**src/rtl/div_queue_unit_pkg.sv**
```systemverilog
// Shared definitions for the queued divide unit: funct3 decode positions,
// divider sequencing states and a leading-zero counter.
package div_queue_unit_pkg;

    localparam int FN3_UNSIGNED_BIT = 0;
    localparam int FN3_REM_BIT      = 1;

    typedef enum logic [1:0] {
        DIV_IDLE,
        DIV_BUSY,
        DIV_DONE
    } div_state_t;

    // Leading zeros of a 64-bit value; narrower operands are passed left-aligned.
    function automatic logic [6:0] clz64(input logic [63:0] v);
        logic [6:0] n;
        logic       found;
        n     = 7'd64;
        found = 1'b0;
        for (int i = 63; i >= 0; i--) begin
            if (!found && v[i]) begin
                n     = 7'(63 - i);
                found = 1'b1;
            end
        end
        return n;
    endfunction

endpackage

```
**src/rtl/div_queue_unit_iterative_core.sv**
```systemverilog
// Radix-2 restoring divider on unsigned magnitudes, pre-aligned by CLZ so it
// runs only as many iterations as the quotient has significant bits.
module div_iterative_core
    import div_queue_unit_pkg::*;
#(
    parameter int WIDTH = 32,
    parameter int CLZ_W = 6
) (
    input  logic             clk,
    input  logic             rst,
    input  logic             abort,
    input  logic             start,
    input  logic [WIDTH-1:0] dividend,
    input  logic [WIDTH-1:0] divisor,
    input  logic [CLZ_W-1:0] dividend_clz,
    input  logic [CLZ_W-1:0] divisor_clz,
    input  logic             divisor_is_zero,
    output logic             done,
    output logic [WIDTH-1:0] q,
    output logic [WIDTH-1:0] r
);

    logic [WIDTH-1:0] rem_reg;
    logic [WIDTH-1:0] div_reg;
    logic [WIDTH-2:0] q_reg;
    logic [CLZ_W-1:0] cnt_reg;
    logic [CLZ_W-1:0] align;
    logic [WIDTH-1:0] diff;
    logic             ge;

    // q/r present the values produced by the iteration in flight, so the
    // caller can capture the final result on the same edge as the last step.
    always_comb begin
        align = divisor_clz - dividend_clz;
        diff  = rem_reg - div_reg;
        ge    = (rem_reg >= div_reg);
        q     = {q_reg, ge};
        r     = ge ? diff : rem_reg;
        done  = (cnt_reg == CLZ_W'(1));
    end

    always_ff @(posedge clk or posedge rst) begin
        if (rst) begin
            rem_reg <= '0;
            div_reg <= '0;
            q_reg   <= '0;
            cnt_reg <= '0;
        end else if (abort) begin
            cnt_reg <= '0;
        end else if (start && !divisor_is_zero) begin
            rem_reg <= dividend;
            div_reg <= divisor << align;
            q_reg   <= '0;
            cnt_reg <= align + 1'b1;
        end else if (cnt_reg != '0) begin
            rem_reg <= r;
            q_reg   <= q[WIDTH-2:0];
            div_reg <= div_reg >> 1;
            cnt_reg <= cnt_reg - 1'b1;
        end
    end

endmodule

```
**src/rtl/div_queue_unit.sv**
```systemverilog
// Queued RV32M/RV64M divide unit: sign handling and CLZ at enqueue, a small
// circular queue, a result-reuse register and sequencing of the iterative core.
module div_queue_unit
    import div_queue_unit_pkg::*;
#(
    parameter int WIDTH    = 32,
    parameter int DEPTH    = 2,
    parameter int ID_WIDTH = 3,
    parameter bit REUSE_EN = 1'b1
) (
    input  logic                clk,
    input  logic                rst,
    input  logic                clear,
    input  logic                issue_valid,
    output logic                issue_ready,
    input  logic [2:0]          issue_fn3,
    input  logic [WIDTH-1:0]    issue_rs1,
    input  logic [WIDTH-1:0]    issue_rs2,
    input  logic [ID_WIDTH-1:0] issue_id,
    output logic                wb_done,
    output logic [WIDTH-1:0]    wb_rd,
    output logic [ID_WIDTH-1:0] wb_id,
    input  logic                wb_ack
);

    localparam int CLZ_W = $clog2(WIDTH) + 1;
    localparam int PTR_W = (DEPTH > 1) ? $clog2(DEPTH) : 1;
    localparam int CNT_W = $clog2(DEPTH + 1);

    typedef struct packed {
        logic [WIDTH-1:0]    a_mag;
        logic [WIDTH-1:0]    b_mag;
        logic [CLZ_W-1:0]    a_clz;
        logic [CLZ_W-1:0]    b_clz;
        logic                div_zero;
        logic                rem_op;
        logic                negate;
        logic [ID_WIDTH-1:0] id;
    } entry_t;

    function automatic logic [CLZ_W-1:0] clz_w(input logic [WIDTH-1:0] v);
        logic [6:0] c;
        c = clz64(64'(v) << (64 - WIDTH));
        if (c > 7'(WIDTH)) c = 7'(WIDTH);
        return CLZ_W'(c);
    endfunction

    function automatic logic [PTR_W-1:0] ptr_inc(input logic [PTR_W-1:0] p);
        return (p == PTR_W'(DEPTH - 1)) ? '0 : p + 1'b1;
    endfunction

    entry_t              queue_mem [DEPTH];
    entry_t              new_entry;
    entry_t              head;
    logic [PTR_W-1:0]    wr_ptr_reg, rd_ptr_reg;
    logic [CNT_W-1:0]    count_reg;
    div_state_t          state_reg, state_next;
    logic                push, pop, take, shortcut, reuse_hit, core_start;
    logic                is_signed, rs1_neg, rs2_neg, unused_fn3;
    logic [WIDTH-1:0]    rs1_mag, rs2_mag, sel;
    logic [WIDTH-1:0]    res_q_reg, res_r_reg;
    logic                rem_op_reg, negate_reg;
    logic [ID_WIDTH-1:0] id_reg;
    logic                reuse_valid_reg;
    logic [WIDTH-1:0]    reuse_a_reg, reuse_b_reg, reuse_q_reg, reuse_r_reg;
    logic                core_done;
    logic [WIDTH-1:0]    core_q, core_r;

    assign unused_fn3 = issue_fn3[2];

    // negate_result folds in the signed qualifier, so MIN/-1 and x/0 fall out
    // of ordinary magnitude arithmetic without special cases.
    always_comb begin
        is_signed          = ~issue_fn3[FN3_UNSIGNED_BIT];
        rs1_neg            = is_signed & issue_rs1[WIDTH-1];
        rs2_neg            = is_signed & issue_rs2[WIDTH-1];
        rs1_mag            = rs1_neg ? -issue_rs1 : issue_rs1;
        rs2_mag            = rs2_neg ? -issue_rs2 : issue_rs2;
        new_entry.a_mag    = rs1_mag;
        new_entry.b_mag    = rs2_mag;
        new_entry.a_clz    = clz_w(rs1_mag);
        new_entry.b_clz    = clz_w(rs2_mag);
        new_entry.div_zero = (issue_rs2 == '0);
        new_entry.rem_op   = issue_fn3[FN3_REM_BIT];
        new_entry.negate   = issue_fn3[FN3_REM_BIT] ? rs1_neg
                                                    : ((rs1_neg ^ rs2_neg) & ~new_entry.div_zero);
        new_entry.id       = issue_id;
    end

    assign head        = queue_mem[rd_ptr_reg];
    assign issue_ready = (count_reg < CNT_W'(DEPTH));
    assign push        = issue_valid & issue_ready & ~clear;
    assign reuse_hit   = REUSE_EN && reuse_valid_reg &&
                         (head.a_mag == reuse_a_reg) && (head.b_mag == reuse_b_reg);
    assign shortcut    = head.div_zero || (head.a_clz > head.b_clz);

    always_comb begin
        state_next = state_reg;
        take       = 1'b0;
        pop        = 1'b0;
        core_start = 1'b0;
        case (state_reg)
            DIV_IDLE: take = (count_reg != '0);
            DIV_BUSY: if (core_done) state_next = DIV_DONE;
            DIV_DONE: begin
                if (wb_ack) begin
                    if (count_reg != '0) take = 1'b1;
                    else                 state_next = DIV_IDLE;
                end
            end
            default:  state_next = DIV_IDLE;
        endcase
        if (take) begin
            pop = 1'b1;
            if (reuse_hit || shortcut) begin
                state_next = DIV_DONE;
            end else begin
                state_next = DIV_BUSY;
                core_start = 1'b1;
            end
        end
        if (clear) begin
            state_next = DIV_IDLE;
            pop        = 1'b0;
            core_start = 1'b0;
        end
    end

    always_ff @(posedge clk) begin
        if (push) queue_mem[wr_ptr_reg] <= new_entry;
    end

    always_ff @(posedge clk or posedge rst) begin
        if (rst) begin
            state_reg       <= DIV_IDLE;
            wr_ptr_reg      <= '0;
            rd_ptr_reg      <= '0;
            count_reg       <= '0;
            res_q_reg       <= '0;
            res_r_reg       <= '0;
            rem_op_reg      <= 1'b0;
            negate_reg      <= 1'b0;
            id_reg          <= '0;
            reuse_valid_reg <= 1'b0;
            reuse_a_reg     <= '0;
            reuse_b_reg     <= '0;
            reuse_q_reg     <= '0;
            reuse_r_reg     <= '0;
        end else if (clear) begin
            state_reg       <= DIV_IDLE;
            wr_ptr_reg      <= '0;
            rd_ptr_reg      <= '0;
            count_reg       <= '0;
            reuse_valid_reg <= 1'b0;
        end else begin
            state_reg <= state_next;
            if (push) wr_ptr_reg <= ptr_inc(wr_ptr_reg);
            if (pop)  rd_ptr_reg <= ptr_inc(rd_ptr_reg);
            if (push && !pop)      count_reg <= count_reg + 1'b1;
            else if (!push && pop) count_reg <= count_reg - 1'b1;
            if (pop) begin
                rem_op_reg <= head.rem_op;
                negate_reg <= head.negate;
                id_reg     <= head.id;
                if (reuse_hit) begin
                    res_q_reg <= reuse_q_reg;
                    res_r_reg <= reuse_r_reg;
                end else if (shortcut) begin
                    res_q_reg <= head.div_zero ? '1 : '0;
                    res_r_reg <= head.a_mag;
                    if (REUSE_EN) begin
                        reuse_a_reg     <= head.a_mag;
                        reuse_b_reg     <= head.b_mag;
                        reuse_q_reg     <= head.div_zero ? '1 : '0;
                        reuse_r_reg     <= head.a_mag;
                        reuse_valid_reg <= 1'b1;
                    end
                end else if (REUSE_EN) begin
                    // Key is captured at start; it only becomes valid on completion.
                    reuse_a_reg     <= head.a_mag;
                    reuse_b_reg     <= head.b_mag;
                    reuse_valid_reg <= 1'b0;
                end
            end
            if (state_reg == DIV_BUSY && core_done) begin
                res_q_reg <= core_q;
                res_r_reg <= core_r;
                if (REUSE_EN) begin
                    reuse_q_reg     <= core_q;
                    reuse_r_reg     <= core_r;
                    reuse_valid_reg <= 1'b1;
                end
            end
        end
    end

    always_comb begin
        sel     = rem_op_reg ? res_r_reg : res_q_reg;
        wb_rd   = negate_reg ? -sel : sel;
        wb_done = (state_reg == DIV_DONE);
        wb_id   = id_reg;
    end

    div_iterative_core #(
        .WIDTH (WIDTH),
        .CLZ_W (CLZ_W)
    ) u_core (
        .clk             (clk),
        .rst             (rst),
        .abort           (clear),
        .start           (core_start),
        .dividend        (head.a_mag),
        .divisor         (head.b_mag),
        .dividend_clz    (head.a_clz),
        .divisor_clz     (head.b_clz),
        .divisor_is_zero (head.div_zero),
        .done            (core_done),
        .q               (core_q),
        .r               (core_r)
    );

endmodule
```
**config.mk**
```make
export PLATFORM = sky130hd
export DESIGN_NAME = div_queue_unit
export DESIGN_NICKNAME = d
export VERILOG_FILES = /design/src/rtl/div_queue_unit_pkg.sv /design/src/rtl/div_queue_unit_iterative_core.sv /design/src/rtl/div_queue_unit.sv
export SDC_FILE = /design/constraint.sdc
export NUM_CORES = 1
export LEC_CHECK = 0
export CAP_MARGIN = 40
export CORE_MARGIN = 1.5
export CORE_UTILIZATION = 62
export CTS_CLUSTER_SIZE = 10
export DETAILED_ROUTE_END_ITERATION = 8
export PLACE_DENSITY_LB_ADDON = 0.1
export SLEW_MARGIN = 25
export SYNTH_ARGS = -nofsm -noshare
export SYNTH_HDL_FRONTEND = slang
export SYNTH_SLANG_ARGS = --single-unit
```
**constraint.sdc**
```tcl
create_clock -name clk -period 15.49 [get_ports clk]
set_input_delay 3.8725 -clock clk [delete_from_list [all_inputs] [get_ports clk]]
set_output_delay 3.8725 -clock clk [all_outputs]
set_load 0.02 [all_outputs]
```
==> results of run 1 <==
worst max-delay path: cells and delay by family (launching register included):
family | cells | cell delay [ns]
AND/OR/NAND/NOR | 5 | 2.04
buffers and inverters | 3 | 1.18
AO/OA/AOI/OAI | 4 | 0.83
flip-flops | 1 | 0.33
XOR/XNOR | 1 | 0.25
per-layer routing:
metal	vias up	wire length, um	part of all wire (%)	track usage [%]
li1	10500	-	-	-
met1	11100	32100	41	45.7
met2	862	37400	48	56.1
met3	185	5420	6.9	5.35
met4	0	3180	4.1	13.8
met5	-	0	0	0
worst max path at each step:
stage,to,cells after the start
4_1_cts,wb_rd[31],12
3_5_place_dp,wb_rd[31],12
5_1_grt,wb_rd[31],13
6_report,wb_rd[31],13
3_3_place_gp,wb_rd[31],12
2_1_floorplan,count_reg[0]$_DFFE_PP0P_,1
stage by stage:
step,area (um2),utilization (%)
global placement,29100,66.1
global route,31100,70.7
CTS,30900,70.3
finish,31100,70.7
detailed placement,29400,66.7
floorplan,27600,-
logic make-up after synthesis:
family                     share of synthesized area [%]
and+or+nand+nor                                     15.3
DFF                                                 45.6
adders and majority gates                           2.14
xor gates and xnor gates                            5.91
AOI/OAI and AO/OA                                   17.2
muxes                                               9.96
buffers and inverters                               3.85
report_power, final:
part / switching, mW / total [mW] / internal, mW
clock: 0.496 / 1.17 / 0.675
combinational: 2.35 / 3.91 / 1.56
sequential: 0.344 / 2.05 / 1.71
total: 3.19 / 7.13 / 3.94
cell type report:
cell class                      instances  area (um2)
Timing Repair Buffer                  186        1900
Tap cell                              592         741
Sequential cell                       469       12600
Fill cell                            3310       12900
Multi-Input combinational cell       2101       14000
Clock inverter                          3        33.8
Clock buffer                           86        1540
Inverter                               76         293
synth_stat cells, types with 7 or more instances:
library cell	number
nand2b_1	13
mux2i_1	180
or2_2	13
mux4_2	17
nand2_1	281
buf_4	7
a22o_1	34
buf_1	9
o21a_1	12
o211ai_1	16
nand3_1	46
a31oi_1	86
xnor2_1	110
xor2_1	76
a21boi_0	10
a21o_1	19
o21ai_0	198
ha_1	44
dfrtp_1	305
inv_1	75
o221ai_1	27
nand4_1	17
edfxtp_1	164
or4_1	9
mux2_2	46
and3_1	9
or3_1	16
o21ai_1	13
o31ai_1	19
a21oi_1	162
nor4_1	39
nor2_1	262
nor3b_1	17
a211oi_1	56
nor2b_1	19
nor3_1	97
buf_2	64
clkbuf_1	83
==> results by group, run 1 <==
Clocking
  • Clock transition at path regs: 0.06 ns
  • CTS buffer count: 54
  • CTS HTree Levels: 2
  • Clk sinks: 469
  • Max Root-Sink Buffers: 3
  • Clk Latency, worst-skew pair: 0.61 ns
  • Post-CTS Hold Buffers: 0
  • Buffer count from post-CTS setup fixing: 0
  • Post_cts resized: 0
  • CTS root buf: clkbuf_16
  • TritonCTS clock tree: built

Drt
  • Final WL: 78.1 mm
  • Number of remaining DRC errors: 0
  • DRT Pass-1 Iters: 6
  • Routed len/inst: 22.2 um
  • Initial drt markers: 2203
  • Vias per cell: 6.45
  • Via count: 22700
  • Antenna viol nets, final: 0

Pwr
  • Static Leakage: 12.4 nW
  • Tot Pwr: 7.13 mW
  • Pwr/cell area: 229 nW/um2
  • Worst VDD drop: 0.000121 V

GRT
  • GR Util All Layers: 34.2%
  • Largest net degree at the start of global routing: 177
  • Grt total ovfl: 0
  • First-pass GRT wire length: 120 mm
  • Vias in the first global route: 21200
  • Antenna violations before repair: 0

Hold path
  • Hold Path Class: flop to flop
  • Min-Delay Endpoint: reuse_q_reg[22]$_DFFE_PP0P_
  • HP Start: reuse_q_reg[22]$_DFFE_PP0P_
  • Worst hold path stage count: 2

Job
  • Maxcap violations: 0

Synth
  • EDFF count, synth: 164
  • Syn Nets: 2935
  • Share of the synthesized area in the top cell type: 27.7%
  • Main synth FF type: dfrtp_1
  • Top cells by area, synth: dfrtp_1, edfxtp_1, mux2i_1
  • Post-Syn Area: 27600 um2
  • Async S/R FF share, synth: 65.0%
  • Syn Area/Cell: 9.79 um2
  • #FFs+latches synth: 469
  • Sequential area share after synthesis: 45.6%
  • Distinct cells, synth: 95
  • Post-synth top area cell: dfrtp_1
  • Mapped Cells: 2814
  • Synth Warn #: 0

Final layout
  • Commonest cells after routing, fill and taps aside: dfrtp_1, nand2_1, nor2_1
  • Commonest non-fill, non-tap cell in the layout: dfrtp_1
  • Largest reg by FF count: queue_mem
  • Share of layout cells above drive strength 1: 9.41%
  • Max reg flops: 164
  • Nets: 3009
  • Final Instance Count excl. Fillers: 3513
  • Synthesis-to-layout area growth: 12.9%
  • Diode count: 0

Placement
  • DPL Wire Length: 54.9 mm
  • Placement Setup Slack: 6.84 ns
  • Placed cells: 3413
  • PortBufs: 110
  • Final Wtd Congestion: 0.945

STA
  • Measured slew at the worst slew-check pin: 0.847 ns
  • RSZ-0062 raised after global routing: no
  • Final Cycle Share: 58.8%
  • Achievable Freq: 110 MHz
  • Max Slew Vio Count: 0
  • Worst slew margin: 43.4%
  • Endpoints failing setup: 0
  • Fin crit period: 9.11 ns
  • Final Hold Viols: 0
  • Setup Skew: 0.0334 ns
  • Hold WS: 0.485 ns
  • Fin worst setup slack: 6.38 ns
  • Setup TNS: 0 ns

Critical path
  • Worst R2R End: u_core.rem_reg[30]$_DFFE_PP0P_
  • Reg2reg setup slack: 9.41 ns
  • Crit-path most repeated cell: o21ai_1
  • Slowest CP cell: clkdlybuf4s50_1
  • WP data required: 11.62 ns
  • Crit path DAT: 5.24 ns
  • CP max FO: 62
  • Cells on worst reg2reg path: 15
  • CP startpoint kind: flop
  • Type of destination of the critical path: primary output
  • Worst setup path startpoint: rem_op_reg$_DFFE_PP0P_
  • Kind of critical path: flop to primary output
  • Worst-path cell chain: buf_4 > buf_16 > nor3b_1 > o22ai_1 > nor4_1 > o21ai_1 > nor3_1 > o21ai_1 > or2_2 > or4_1 > o21ai_0 > xor2_1 > clkdlybuf4s50_1
  • Crit path largest cell delay: 0.65 ns
  • RR Startpoint: rd_ptr_reg$_DFFE_PP0P_

Die
  • I/O Pins: 112
  • Core area: 44000 um2
  • Die H: 214 um
  • Chip width: 214 um
  • Row count: 77
  • Die area: 45700 um2
  • Starting Density: 62.6%

Status
  • Status: completed
Power figures use the tool's default switching activity.
==> run 2, diff against run 1 <==
Settings changed: CORE_UTILIZATION 62 to 56.
Clock period 15.49 ns to 7.3 ns, I/O delays scaled along.
==> run 2 against run 1 <==
  * Die area grew 11%
  * Setup slack worse by 6.0 ns
  * Clock skew is 0.0088 ns lower
  * Largest power group unchanged
==> results by group, run 2 (synthesis results as in run 1) <==
Critical path
  • CP startpoint kind: flop
  • RR Startpoint: rd_ptr_reg$_DFFE_PP0P_
  • Kind of critical path: flop to primary output
  • CP max FO: 24
  • Worst setup path startpoint: rem_op_reg$_DFFE_PP0P_
  • Crit path DAT: 5.11 ns
  • WP data required: 5.48 ns
  • Type of destination of the critical path: primary output

STA
  • Endpoints failing setup: 0
  • Worst slew margin: 38.5%
  • Measured slew at the worst slew-check pin: 0.917 ns
  • Final Cycle Share: 95.0%
  • Fin worst setup slack: 0.363 ns
  • Setup Skew: 0.0246 ns
  • Max Slew Vio Count: 0
  • Final Hold Viols: 0
  • RSZ-0062 raised after global routing: no
  • Setup TNS: 0 ns
  • Achievable Freq: 144 MHz
  • Fin crit period: 6.94 ns

Clocking
  • CTS buffer count: 55
  • TritonCTS clock tree: built
  • Clk Latency, worst-skew pair: 0.61 ns
  • Clock transition at path regs: 0.06 ns
  • CTS root buf: clkbuf_16
  • Post-CTS Hold Buffers: 0
  • Clk sinks: 469
  • CTS HTree Levels: 2
  • Max Root-Sink Buffers: 3
  • Buffer count from post-CTS setup fixing: 0

Placement
  • Placement Setup Slack: 1.01 ns
  • DPL Wire Length: 55.9 mm
  • Placed inst area: 29500 um2
  • PortBufs: 110
  • Final Wtd Congestion: 0.958
  • Placed cells: 3497

GRT
  • Grt total ovfl: 0
  • First-pass GRT wire length: 121 mm
  • GR Util All Layers: 30.8%
  • Vias in the first global route: 21400
  • Largest net degree at the start of global routing: 164
  • Antenna violations before repair: 3

Drt
  • Number of remaining DRC errors: 0
  • Via count: 22600
  • Routed len/inst: 21.8 um
  • DRT Pass-1 Iters: 8
  • Final WL: 78.2 mm
  • Vias per cell: 6.28
  • Antenna viol nets, final: 0
  • Initial drt markers: 2079

Final layout
  • Commonest cells after routing, fill and taps aside: dfrtp_1, nand2_1, nor2_1
  • Max reg flops: 164
  • Largest reg by FF count: queue_mem
  • Commonest non-fill, non-tap cell in the layout: dfrtp_1
  • Final Instance Count excl. Fillers: 3592
  • Fin area: 31100 um2
  • Share of layout cells above drive strength 1: 9.67%
  • Synthesis-to-layout area growth: 13.0%
  • Nets: 3012

Pwr
  • Tot Pwr: 15.2 mW
  • Pwr/cell area: 487 nW/um2
  • Worst VDD drop: 0.000284 V
  • Static Leakage: 12.3 nW

Status
  • Status: completed

Die
  • Chip width: 225 um
  • Die area: 50600 um2
  • Row count: 81
  • Core area: 48700 um2
  • I/O Pins: 112
  • Starting Density: 56.5%
  • Die H: 225 um

Hold path
  • Hold Path Class: flop to flop
  • HP Start: reuse_q_reg[24]$_DFFE_PP0P_

Job
  • Maxcap violations: 0
==> run 2: power breakdown <==
part           internal (mW)  switching, mW
clock                   1.47           1.05
sequential              3.62          0.720
combinational           3.33           4.97
==> run 2: per-stage QoR <==
| step | hold WS (ns) | utilization [%] |
|---|---|---|
| global route | 0.495 | 63.9 |
| CTS | 0.473 | 63.9 |
| global placement | 0.462 | 60.2 |
| finish | 0.478 | 63.9 |
| detailed placement | 0.469 | 60.5 |
| floorplan | 0.449 | - |
==> run 2: cell type report <==
cell class | count | area [um2]
inverter | 76 | 289
multi-input combinational | 2101 | 14100
tap | 664 | 831
timing repair buffer | 188 | 1760
fill | 3992 | 17600
clock buffer | 88 | 1580
sequential | 469 | 12600
clock inverter | 5 | 50.0
antenna | 1 | 2.50
==> run 2: timing repair <==
action / CTS / global route
resized for setup: 0 / 1
endpoints found under the setup margin: 0 / 1
endpoints found under the hold margin: 0 / 0
==> run 2: per-layer routing <==
metal / share of wire (%) / track usage (%)
met5: 0 / 0
met1: 43 / 42.0
met4: 3.5 / 10.9
met3: 6.1 / 4.01
met2: 48 / 50.6
==> run 2: worst paths after layout <==
path                                             endpoint  cells after the start  slack [ns]
max in group asynchronous          rem_op_reg$_DFFE_PP0P_                      3        4.17
min in group asynchronous  u_core.rem_reg[18]$_DFFE_PP0P_                      2        1.67
setup / recovery                                wb_rd[31]                     11        0.36
hold reg to reg               reuse_q_reg[24]$_DFFE_PP0P_                      2        0.48
setup reg to reg                 res_r_reg[8]$_DFFE_PP0P_                     12        1.81
hold / removal                reuse_q_reg[24]$_DFFE_PP0P_                      2        0.48
==> run 2: worst max-delay path, cell delays in order, from the launching register on <==
cell and delay, ns:
dfrtp_4 0.60, mux2i_1 0.31, o21ai_1 0.23, nor4_1 0.48, o21ai_1 0.20, nor3_1 0.38
o21ai_1 0.18, or2_2 0.37, or4_1 0.55, o21ai_0 0.31, xor2_1 0.24, clkdlybuf4s50_1 0.66
